--- config.mk ---
export PLATFORM = sky130hd
export DESIGN_NAME = vend_dispenser
export DESIGN_NICKNAME = d
export VERILOG_FILES = /design/src/rtl/vend_pkg.sv /design/src/rtl/disp_timer.sv /design/src/rtl/vend_dispenser.sv
export SDC_FILE = /design/constraint.sdc
export NUM_CORES = 1
export LEC_CHECK = 0
export BUFFER_PORTS_ARGS = -buffer_cell sky130_fd_sc_hd__buf_2
export CORE_UTILIZATION = 45
export DETAILED_ROUTE_END_ITERATION = 10
export PLACE_DENSITY = 0.75
export SLEW_MARGIN = 15
export SYNTH_ARGS = -nofsm -noshare
export SYNTH_HDL_FRONTEND = slang
export SYNTH_SLANG_ARGS = --single-unit
--- constraint.sdc ---
create_clock -name clk -period 2 [get_ports clk]
set_input_delay 0.4 -clock clk [delete_from_list [all_inputs] [get_ports clk]]
set_output_delay 0.4 -clock clk [all_outputs]
set_load 0.01 [all_outputs]
--- src/rtl/vend_pkg.sv ---
// Shared types and defaults for the product/coin dispenser.
// Used by vend_dispenser; also referenced by its testbench.
package vend_pkg;

    typedef enum logic [1:0] {
        ST_IDLE     = 2'd0,
        ST_PULSE    = 2'd1,
        ST_WAIT_ACK = 2'd2,
        ST_ERROR    = 2'd3
    } state_t;

    typedef enum logic {
        PROD = 1'b0,
        COIN = 1'b1
    } disp_t;

    localparam int unsigned PULSE_W_DEF = 4;
    localparam int unsigned TIMEOUT_DEF = 16;
    localparam int unsigned DEPTH_DEF   = 3;

    // Increment and service in the same cycle cancel; a request at depth is dropped.
    function automatic logic [2:0] pend_next(input logic [2:0] cur, input logic inc,
                                             input logic dec, input logic [2:0] depth);
        pend_next = cur;
        if (inc && !dec && cur != depth)
            pend_next = cur + 3'd1;
        else if (dec && !inc)
            pend_next = cur - 3'd1;
    endfunction

endpackage

--- src/rtl/disp_timer.sv ---
// Loadable 8-bit down-counter with a zero flag; shared by the pulse and
// acknowledge-wait phases of the dispenser.
module disp_timer (
    input  logic       clk,
    input  logic       rst,
    input  logic       load,
    input  logic [7:0] load_val,
    output logic       zero
);

    logic [7:0] cnt;

    always_ff @(posedge clk or negedge rst) begin
        if (!rst)
            cnt <= 8'd0;
        else if (load)
            cnt <= load_val;
        else if (cnt != 8'd0)
            cnt <= cnt - 8'd1;
    end

    assign zero = (cnt == 8'd0);

endmodule

--- src/rtl/vend_dispenser.sv ---
// Solenoid sequencer for product/coin dispensing with drop-sensor acknowledge.
// Define DISP_STATS_EN to build the 8-bit dispense statistics counters.
//
// state    | meaning
// IDLE     | nothing in progress; picks product first, then coin
// PULSE    | selected solenoid driven for PULSE_W cycles
// WAIT_ACK | waiting up to TIMEOUT cycles for the selected drop sensor
// ERROR    | no acknowledge seen; held until clr_err
module vend_dispenser
    import vend_pkg::*;
#(
    parameter int unsigned PULSE_W = PULSE_W_DEF,
    parameter int unsigned TIMEOUT = TIMEOUT_DEF,
    parameter int unsigned DEPTH   = DEPTH_DEF
) (
    input  logic       clk,
    input  logic       rst,
    input  logic       vend_req,
    input  logic       chg_req,
    input  logic       prod_drop,
    input  logic       coin_drop,
    input  logic       clr_err,
    output logic       prod_sol,
    output logic       coin_sol,
    output logic       busy,
    output logic       done,
    output logic       err,
    output logic       ovf,
    output logic [7:0] prod_cnt_o,
    output logic [7:0] coin_cnt_o
);

    state_t     state, state_nxt;
    disp_t      sel, sel_nxt;
    logic [2:0] p_pend, c_pend;
    logic       tmr_load, tmr_zero;
    logic [7:0] tmr_val;
    logic       ack, p_dec, c_dec, p_lost, c_lost;

    disp_timer u_timer (
        .clk      (clk),
        .rst      (rst),
        .load     (tmr_load),
        .load_val (tmr_val),
        .zero     (tmr_zero)
    );

    // Only the selected sensor counts, and only while waiting for it.
    assign ack    = (state == ST_WAIT_ACK) && ((sel == PROD) ? prod_drop : coin_drop);
    assign p_dec  = ack && (sel == PROD);
    assign c_dec  = ack && (sel == COIN);
    assign p_lost = vend_req && !p_dec && (p_pend == 3'(DEPTH));
    assign c_lost = chg_req  && !c_dec && (c_pend == 3'(DEPTH));

    always_comb begin
        state_nxt = state;
        sel_nxt   = sel;
        tmr_load  = 1'b0;
        tmr_val   = 8'(PULSE_W - 1);
        case (state)
            ST_IDLE: begin
                if (p_pend != 3'd0) begin
                    sel_nxt   = PROD;
                    state_nxt = ST_PULSE;
                    tmr_load  = 1'b1;
                end else if (c_pend != 3'd0) begin
                    sel_nxt   = COIN;
                    state_nxt = ST_PULSE;
                    tmr_load  = 1'b1;
                end
            end
            ST_PULSE: begin
                if (tmr_zero) begin
                    state_nxt = ST_WAIT_ACK;
                    tmr_load  = 1'b1;
                    tmr_val   = 8'(TIMEOUT - 1);
                end
            end
            ST_WAIT_ACK: begin
                // An acknowledge in the final cycle still wins over the timeout.
                if (ack)
                    state_nxt = ST_IDLE;
                else if (tmr_zero)
                    state_nxt = ST_ERROR;
            end
            ST_ERROR: begin
                if (clr_err)
                    state_nxt = ST_IDLE;
            end
            default: state_nxt = ST_IDLE;
        endcase
    end

    always_ff @(posedge clk or negedge rst) begin
        if (!rst) begin
            state  <= ST_IDLE;
            sel    <= PROD;
            p_pend <= 3'd0;
            c_pend <= 3'd0;
            done   <= 1'b0;
            ovf    <= 1'b0;
        end else begin
            state  <= state_nxt;
            sel    <= sel_nxt;
            p_pend <= pend_next(p_pend, vend_req, p_dec, 3'(DEPTH));
            c_pend <= pend_next(c_pend, chg_req, c_dec, 3'(DEPTH));
            done   <= ack;
            if (p_lost || c_lost)
                ovf <= 1'b1;
            else if (clr_err)
                ovf <= 1'b0;
        end
    end

    assign prod_sol = (state == ST_PULSE) && (sel == PROD);
    assign coin_sol = (state == ST_PULSE) && (sel == COIN);
    assign busy     = (state != ST_IDLE);
    assign err      = (state == ST_ERROR);

`ifdef DISP_STATS_EN
    logic [7:0] prod_cnt_q, coin_cnt_q;

    always_ff @(posedge clk or negedge rst) begin
        if (!rst) begin
            prod_cnt_q <= 8'd0;
            coin_cnt_q <= 8'd0;
        end else begin
            if (p_dec)
                prod_cnt_q <= prod_cnt_q + 8'd1;
            if (c_dec)
                coin_cnt_q <= coin_cnt_q + 8'd1;
        end
    end

    assign prod_cnt_o = prod_cnt_q;
    assign coin_cnt_o = coin_cnt_q;
`else
    assign prod_cnt_o = 8'd0;
    assign coin_cnt_o = 8'd0;
`endif

endmodule
Yosys cells after proc, flatten, opt, wreduce, memory -nomap -nowiden:

Cells that the tools add are included.

* register bits: 19
* word-level logic and storage cells: 79
* input bits: 7

* bitwise logic cells: 1
* add/sub/neg operators: 5
* muxes and demuxes: 24
* reductions and logical operators: 31
* eq/ne operators: 11

Operators with widths (number)
* $mux W8: 2
* $logic_and A1 B1 Y1: 13
* $mux W2: 6
* $mux W3: 4
* $reduce_bool A2 Y1: 6
* $logic_not A8 Y1: 1
* $mux W1: 8
* $mux W4: 2
* $pmux W2 S4: 1
* $reduce_bool A8 Y1: 1
* $sub A8 B1 Y8 const B: 1
* $add A3 B1 Y3 const B: 2
* $eq A3 B2 Y1 const B: 2
* $ne A3 B2 Y1 const B: 2
* $ne A3 B3 Y1 const B: 2
* $reduce_bool A3 Y1: 2
* $sub A3 B1 Y3 const B: 2
* $eq A2 B2 Y1 const B: 2
* $logic_not A1 Y1: 4
* $ne A2 B2 Y1 const B: 2
* $reduce_and A4 Y1: 1
* $eq A2 B1 Y1 const B: 1
* $logic_not A2 Y1: 1
* $pmux W1 S2: 1
* other kinds (3): 3

Longest topological paths before layout:

Gate-level depths: netlist of run 1.

* depth in word-level cells: 8
* gate-level depth with buffers: 7

Cells and area by module:

Synthesis of run 1 repeated with hierarchy kept, for this count alone.

* cells, all modules: 159
* area total of the unflattened synthesis: 1446.4 um2

By module, submodules not included
* vend_dispenser: times used 1, area each 969.7 um2, cells an instance 105
* disp_timer: times used 1, area each 476.7 um2, cells an instance 54

Least setup slack after synthesis of run 1:

No wires, ideal clock.

* kind: flip-flop to flip-flop
* from: reg state[0]
* to: reg c_pend[1]
* data required time: 1.868 ns
* period minus slack after synthesis: 1.846 ns
* slack: 0.154 ns
* buffers on the path: 0
* cell stages (with the launch flop): 8
* data arrival time: 1.714 ns
* library setup time: 0.132 ns
* path through: dfrtp_1 nand4b_1 and2_1 nand2_1 fa_1 nor2b_1 a211oi_1 a21oi_1

* cells in the longest elaborated chain, start to end: 7

RTL lines
* start: declaration: RTL line vend_dispenser.sv:33 `state_t state, state_nxt;`
* start signal: assignment: RTL line vend_dispenser.sv:103 `state <= state_nxt;`
* $eq A2 B2 Y1 *: RTL line vend_dispenser.sv:49 `assign ack = (state == ST_WAIT_ACK) && ((sel == PROD) ? prod_drop : coin_drop);`
* $logic_and A1 B1 Y1 *: RTL line vend_dispenser.sv:49
* $logic_and A1 B1 Y1 *: RTL line vend_dispenser.sv:51 `assign c_dec = ack && (sel == COIN);`
* $logic_not A1 Y1: RTL line vend_pkg.sv:25 `if (inc && !dec && cur != depth)`
* $logic_and A1 B1 Y1 (2 in a row): RTL line vend_pkg.sv:25
* $mux W3 / $reduce_bool A2 Y1 (equally long branches)
* end signal: assignment: RTL line vend_dispenser.sv:106 `c_pend <= pend_next(c_pend, chg_req, c_dec, 3'(DEPTH));`
* end: declaration: RTL line vend_dispenser.sv:35 `logic [2:0] p_pend, c_pend;`

Every way passes the cells marked *; elsewhere a longest branch is shown, timed or not.
A chain may end at the register's enable or synchronous reset.

Worst setup path in the final report of run 1:

* from: reg sel
* to: reg c_pend[2]

* cells in the longest elaborated chain, start to end: 7

RTL lines
* start: declaration: RTL line vend_dispenser.sv:34 `disp_t sel, sel_nxt;`
* start signal: assignment: RTL line vend_dispenser.sv:104 `sel <= sel_nxt;`
* $mux W1: RTL line vend_dispenser.sv:49
* $logic_and A1 B1 Y1: RTL line vend_dispenser.sv:49
* $logic_and A1 B1 Y1 *: RTL line vend_dispenser.sv:51
* $logic_not A1 Y1: RTL line vend_pkg.sv:25
* $logic_and A1 B1 Y1 (2 in a row): RTL line vend_pkg.sv:25
* $mux W3 / $reduce_bool A2 Y1 (equally long branches)

Marks and branches as above.

==> results of run 1 <==
[flip-flops by register name (all words and copies together) (netlist names)]
| signal | flops |
|---|---|
| done | 1 |
| p_pend | 3 |
| sel | 1 |
| c_pend | 3 |
| u_timer.cnt | 8 |
| ovf | 1 |
| state | 2 |
[where the power goes]
part / switching [mW] / leakage (nW) / internal, mW / total, mW
logic: 0.489 / 0.409 / 0.457 / 0.946
registers: 0.198 / 0.233 / 0.545 / 0.743
clock network: 0.120 / 0.0150 / 0.0776 / 0.198
total: 0.807 / 0.657 / 1.08 / 1.89
[layout by cell type (no fill, tap or decap), drive strengths merged, types with 4 or more instances in the layout]
cell and n:
o21ai 5, clkbuf 4, mux2i 4, buf 16, conb 16, dfrtp 19
inv 8, or2 4, nor3 8, nor2 10, nand2 8, a21oi 7
[metal layers]
layer | up-vias | wire [microns] | GRT usage, %
li1 | 475 | - | -
met4 | 0 | 13 | 4.64
met5 | - | 0 | 0
met3 | 2 | 81 | 4.22
met2 | 25 | 1120 | 27.7
met1 | 443 | 1000 | 19.7
[final cells by class]
type / count / area [sq um]
Clock buffer: 4 / 26.3
Multi-Input combinational cell: 106 / 712
Tap cell: 31 / 38.8
Fill cell: 252 / 1360
Sequential cell: 19 / 475
Timing Repair Buffer: 16 / 90.1
Inverter: 8 / 30.0
[stage by stage]
step	instance area, sq um	hold WS [ns]	total power, mW	setup WS [ns]	utilization, %
2_1_floorplan	1340	0.104	1.47	0.154	-
3_3_place_gp	1340	0.362	1.64	0.199	49.1
3_5_place_dp	1340	0.371	1.70	0.0783	49.1
4_1_cts	1370	0.0370	1.90	0.0781	50.0
5_1_grt	1370	0.0606	2.09	-0.000389	50.2
6_report	1370	0.0242	1.89	0.142	50.2
[kinds of logic (layout without fill, tap and decap cells)]
group | after synthesis | count (layout)
fa+ha+maj | 4 | 4
other cells | 1 | 16
flops | 19 | 19
simple gates | 48 | 48
compound gates | 27 | 27
xor+xnor | 6 | 6
buf+inv | 27 | 28
mux | 5 | 5
[worst min path at each step]
stage / start / endpoint / slack (ns) / depth (start not counted)
floorplan: rst / c_pend[0] / 0.10 / 0
global placement: rst / p_pend[1] / 0.36 / 1
detailed placement: rst / p_pend[0] / 0.37 / 1
CTS: rst / sel / 0.04 / 1
global route: rst / sel / 0.06 / 1
finish: rst / sel / 0.02 / 1
[timing repair]
item / 4_1_cts / 5_1_grt
hold buffers: 0 / 0
gates resized for setup: 0 / 1
setup buffers: 0 / 0
setup endpoints to repair: 0 / 1
==> reports/qor.txt, run 1 <==
Most frequently used cell type in the post-synthesis netlist - sky130_fd_sc_hd__dfrtp_1
Die ar. - 0.00308 sq mm
Clock tree from TritonCTS - built
Number of instances in the synthesized netlist - 137
Final sum of negative setup slack - 0 ns
Worst setup EP type - flip-flop
Detailed-router iteration count before antenna repair - 4
Fraction of registers with async set or reset after synthesis - 100%
Initial DRC count - 24
Final net count - 165
Multiplexer share of the synthesized area - 3.98%
Maximum number of pins on one net before global-route repair - 20
Count of cell instances traversed by the critical path - 7
GRT Resource Usage Total - 16.1%
Placeable core region - 0.00273 sq mm
Post-synthesis share of cell area spent on xor and xnor gates - 4.08%
Cell Chain, Critical Path - nand4b_1 > and2_1 > nand2_1 > fa_1 > nor3_2 > a31o_2 > a21oi_1
Synthesized-area fraction occupied by and/or/nand/nor cells - 22.4%
Post-Synth Adder-Cell Area - 5.05%
Combinational family with the most area after synthesis - simple AND/OR/NAND/NOR gates
Overall via count from detail_route - 945
Vias in the first global route - 933
# IOs - 29
Leakage component of the power - 0.657 nW
Number of buffer cells added on primary ports - 12
Worst R2R Start - sel
Most frequent cells after synthesis - 19 x sky130_fd_sc_hd__dfrtp_1, 16 x sky130_fd_sc_hd__buf_4, 10 x sky130_fd_sc_hd__nor2_1
Placement row count - 19
Num CTS Buffers - 3
DIE HEIGHT - 55.5 microns
Share of Yosys cell area claimed by the top area cell type - 36.9%
Run status - complete, no violations
Register area share after synthesis - 36.9%
Maximum clock rate - 538 MHz
Cell accounting for the most synthesized area - sky130_fd_sc_hd__dfrtp_1
Total setup violations reported at the end of the flow - 0
Vias per Instance - 5.14
Kind of cell with the highest combined delay on the critical path - simple AND/OR/NAND/NOR gates
Global-route wire length before repair - 3.94 mm
Detailed placement HPWL - 1.73 mm
Max-slew violation total from the final report - 0
Remaining antenna violation count after routing - 0
Initial cell density of the core - 47.1%
Share of cells above drive strength 1 - 19.0%
Leading register cell type out of synthesis - sky130_fd_sc_hd__dfrtp_1
Layout Cells excl Fill - 184
Number of flops mapped to enable cells by yosys - 0
Antenna violations before repair - 0
Depth of the CTS H-tree - 1
Cell count after placement - 180
Synthesis warning total - 0
Clock Latency Late Sink - 0.30 ns
CTS Root Cell - sky130_fd_sc_hd__clkbuf_4
Critical path arrival - 2.04 ns
Slack of the worst reg-to-reg path - 0.14 ns
Tightest Hold Check Type - in -> async
Critical path type - reg -> reg
Synth cell types - 44
Post-Synthesis Cell Area - 0.00129 sq mm
Synthesized area per cell - 9.40 sq um
Worst setup path endpoint - c_pend[2]
Residual DRC count - 0
Total of flip-flops plus latches after synthesis - 19
GPL Wtd Cong - 0.804
Worst voltage drop across the vdd grid - 0.000806 V
Clock tree sinks - 19
Number of inserted diodes - 0
Area Growth Syn to Fin - 6.61%
Count of endpoints failing hold in the final timing report - 0
Buffers plus inverters on the worst setup path - 0
Final Cycle Share - 92.9%
Wire length reported by the detailed router - 2.22 mm
Cell types with the largest area share after synthesis - sky130_fd_sc_hd__dfrtp_1 37%, sky130_fd_sc_hd__buf_4 9.3%, sky130_fd_sc_hd__fa_1 3.1%
GRT Residual Overflow - 0
Largest stage delay on the critical path - 0.46 ns
Endpoint of the most critical register-to-register path - c_pend[2]
Worst EP required - 2.18 ns
Length in cells of the worst reg-to-reg path - 7
Final min period - 1.86 ns
Maximum clock path buffer count - 2
Die W - 55.5 microns
Worst Setup SP - sel
Worst clock skew - 0.00363 ns
Number of max-cap violations - 0
Share of the synthesized area in compound gates (AO/OA/AOI/OAI) - 14.7%
Post-detailed-route wirelength per cell - 12.1 microns
Clock input transition at the sequential cells of the worst setup and hold paths - 0.11 ns
Maximum fanout count along the critical path - 6
Slowest cell on the critical path - sky130_fd_sc_hd__dfrtp_1
Power density relative to cell area - 1370 mW/mm^2
Sort of element at the start of the critical path - flip-flop
No activity file was read; power rests on OpenSTA's default activity.
==> run 2: changes to the inputs <==
--- a/config.mk
+++ b/config.mk
@@ -8,6 +8,7 @@
 export BUFFER_PORTS_ARGS = -buffer_cell sky130_fd_sc_hd__buf_2
 export CORE_UTILIZATION = 45
 export DETAILED_ROUTE_END_ITERATION = 10
+export MAX_ROUTING_LAYER = met4
 export PLACE_DENSITY = 0.75
 export SLEW_MARGIN = 15
 export SYNTH_ARGS = -nofsm -noshare
==> reports/qor.txt, run 2 (same netlist as run 1, synthesis figures left out) <==
CTS Root Cell - sky130_fd_sc_hd__clkbuf_4
Remaining antenna violation count after routing - 0 (unchanged)
Die ar. - 0.00308 sq mm (unchanged)
Critical path type - reg -> reg
Largest stage delay on the critical path - 0.46 ns (about the same)
Net load switching power - 807 uW (about the same)
Int Pwr - 1.08 mW (unchanged)
Cell Chain, Critical Path - nand4b_1 > and2_1 > nand2_1 > fa_1 > nor3_2 > a31o_2 > a21oi_1
DIE HEIGHT - 55.5 microns (unchanged)
Detailed placement HPWL - 1.73 mm (unchanged)
Final sum of negative setup slack - 0 ns (unchanged)
Initial DRC count - 24 (unchanged)
Final min period - 1.86 ns (+0.00000100 ns)
Worst clock skew - 0.00363 ns (+0.000000530 ns)
Global-route wire length before repair - 3.95 mm (+0.18%)
Share of total power consumed by net switching - 42.8% (about the same)
Buffers plus inverters on the worst setup path - 0 (unchanged)
Clock input transition at the sequential cells of the worst setup and hold paths - 0.11 ns (about the same)
Max-slew violation total from the final report - 0 (unchanged)
Post-route cell area - 0.00137 sq mm (unchanged)
Power density relative to cell area - 1370 mW/mm^2 (about the same)
Portion of total power attributed to combinational logic - 50.1% (about the same)
Portion of total power attributed to sequential cells - 39.4% (about the same)
Proportion of power drawn by the clock network - 10.5% (about the same)
Die W - 55.5 microns (unchanged)
Placed inst area - 0.00134 sq mm (unchanged)
Maximum number of pins on one net before global-route repair - 20 (unchanged)
Final Cycle Share - 92.9% (about the same)
Most common cell after layout, fill and taps aside - sky130_fd_sc_hd__dfrtp_1
Vias in the first global route - 933 (unchanged)
Post-detailed-route wirelength per cell - 12.1 microns (unchanged)
Slowest cell on the critical path - sky130_fd_sc_hd__dfrtp_1
Maximum clock rate - 538 MHz (unchanged)
Count of endpoints failing hold in the final timing report - 0 (unchanged)
Worst setup EP type - flip-flop
Number of buffer cells added on primary ports - 12 (unchanged)
Residual DRC count - 0 (unchanged)
GPL Wtd Cong - 0.816 (+1.5%)
Share of cells above drive strength 1 - 19.0% (unchanged)
Kind of cell with the highest combined delay on the critical path - simple AND/OR/NAND/NOR gates
Worst EP required - 2.18 ns (about the same)
Largest registers - u_timer.cnt (8), c_pend (3), p_pend (3)
Critical path arrival - 2.04 ns (about the same)
Wire length reported by the detailed router - 2.22 mm (unchanged)
Placement row count - 19 (unchanged)
Initial cell density of the core - 47.1% (unchanged)
GRT Resource Usage Total - 16.5% (+0.46 points)
Vias per Instance - 5.14 (unchanged)
Tightest Hold Check Type - in -> async
Leakage component of the power - 0.657 nW (unchanged)
Number of instances resized during post-cts repair - 0 (unchanged)
Clock Latency Late Sink - 0.30 ns (about the same)
Placeable core region - 0.00273 sq mm (unchanged)
Area Growth Syn to Fin - 6.61% (unchanged)
Num CTS Buffers - 3 (unchanged)
Sort of element at the start of the critical path - flip-flop
Maximum clock path buffer count - 2 (unchanged)
Postcts setup bufs - 0 (unchanged)
Depth of the CTS H-tree - 1 (unchanged)
Clock tree sinks - 19 (unchanged)
Maximum fanout count along the critical path - 6 (unchanged)
Detailed-router iteration count before antenna repair - 4 (unchanged)
Total setup violations reported at the end of the flow - 0 (unchanged)
Worst voltage drop across the vdd grid - 0.000806 V (about the same)
Run status - complete, no violations
Register with the highest flop count - u_timer.cnt
Overall via count from detail_route - 945 (unchanged)
# IOs - 29 (unchanged)
Clock tree from TritonCTS - built
Number of hold buffers added after CTS - 0 (unchanged)
Max reg flops - 8 (unchanged)
Commonest non-fill, non-tap cells in the layout - 19 x sky130_fd_sc_hd__dfrtp_1, 16 x sky130_fd_sc_hd__conb_1, 12 x sky130_fd_sc_hd__buf_2, 10 x sky130_fd_sc_hd__nor2_1, 8 x sky130_fd_sc_hd__inv_1
Number of inserted diodes - 0 (unchanged)
Antenna violations before repair - 0 (unchanged)
GRT Residual Overflow - 0 (unchanged)
Final net count - 165 (unchanged)
Number of max-cap violations - 0 (unchanged)
==> run 2: metal layers <==
layer / vias to the layer above / wire length [microns] / GRT usage [%]
li1: 475 / - / -
met1: 443 / 1000 / 19.7
met2: 25 / 1120 / 27.7
met3: 2 / 81 / 4.22
met4: 0 / 13 / 4.64
met5: - / 0 / -
==> run 2: path summary, 6_finish.rpt <==
kind | start | end | slack [ns] | depth (start not counted)
worst max register to register | sel | c_pend[2] | 0.14 | 7
worst max-delay path | sel | c_pend[2] | 0.14 | 7
worst min register to register | state[0] | done | 0.52 | 1
min in group clk | clr_err | ovf | 0.36 | 2
max in group asynchronous | rst | ovf | 1.68 | 1
worst min-delay path | rst | sel | 0.02 | 1
==> run 2: power by group through the flow <==
stage | sequential, mW | combinational (mW) | clock, mW
after floorplan | 0.710 | 0.763 | 0
after global placement | 0.739 | 0.897 | 0
after detailed placement | 0.751 | 0.947 | 0
after CTS | 0.744 | 0.955 | 0.203
after global routing | 0.777 | 1.09 | 0.217
final | 0.743 | 0.946 | 0.198
==> run 2: final cells by class <==
class                           instances  area (sq um)
Clock buffer                            4          26.3
Multi-Input combinational cell        106           712
Inverter                                8          30.0
Sequential cell                        19           475
Tap cell                               31          38.8
Fill cell                             252          1360
Timing Repair Buffer                   16          90.1
==> run 2: stage by stage <==
stage               utilization, %  hold slack, ns  instances  setup slack [ns]  total power, mW
global route                  50.2          0.0606        184         -0.000389             2.09
global placement              49.1           0.362        180             0.199             1.64
floorplan                        -           0.104        152             0.154             1.47
finish                        50.2          0.0242        184             0.142             1.89
detailed placement            49.1           0.371        180            0.0783             1.70
CTS                           50.0          0.0370        184            0.0781             1.90
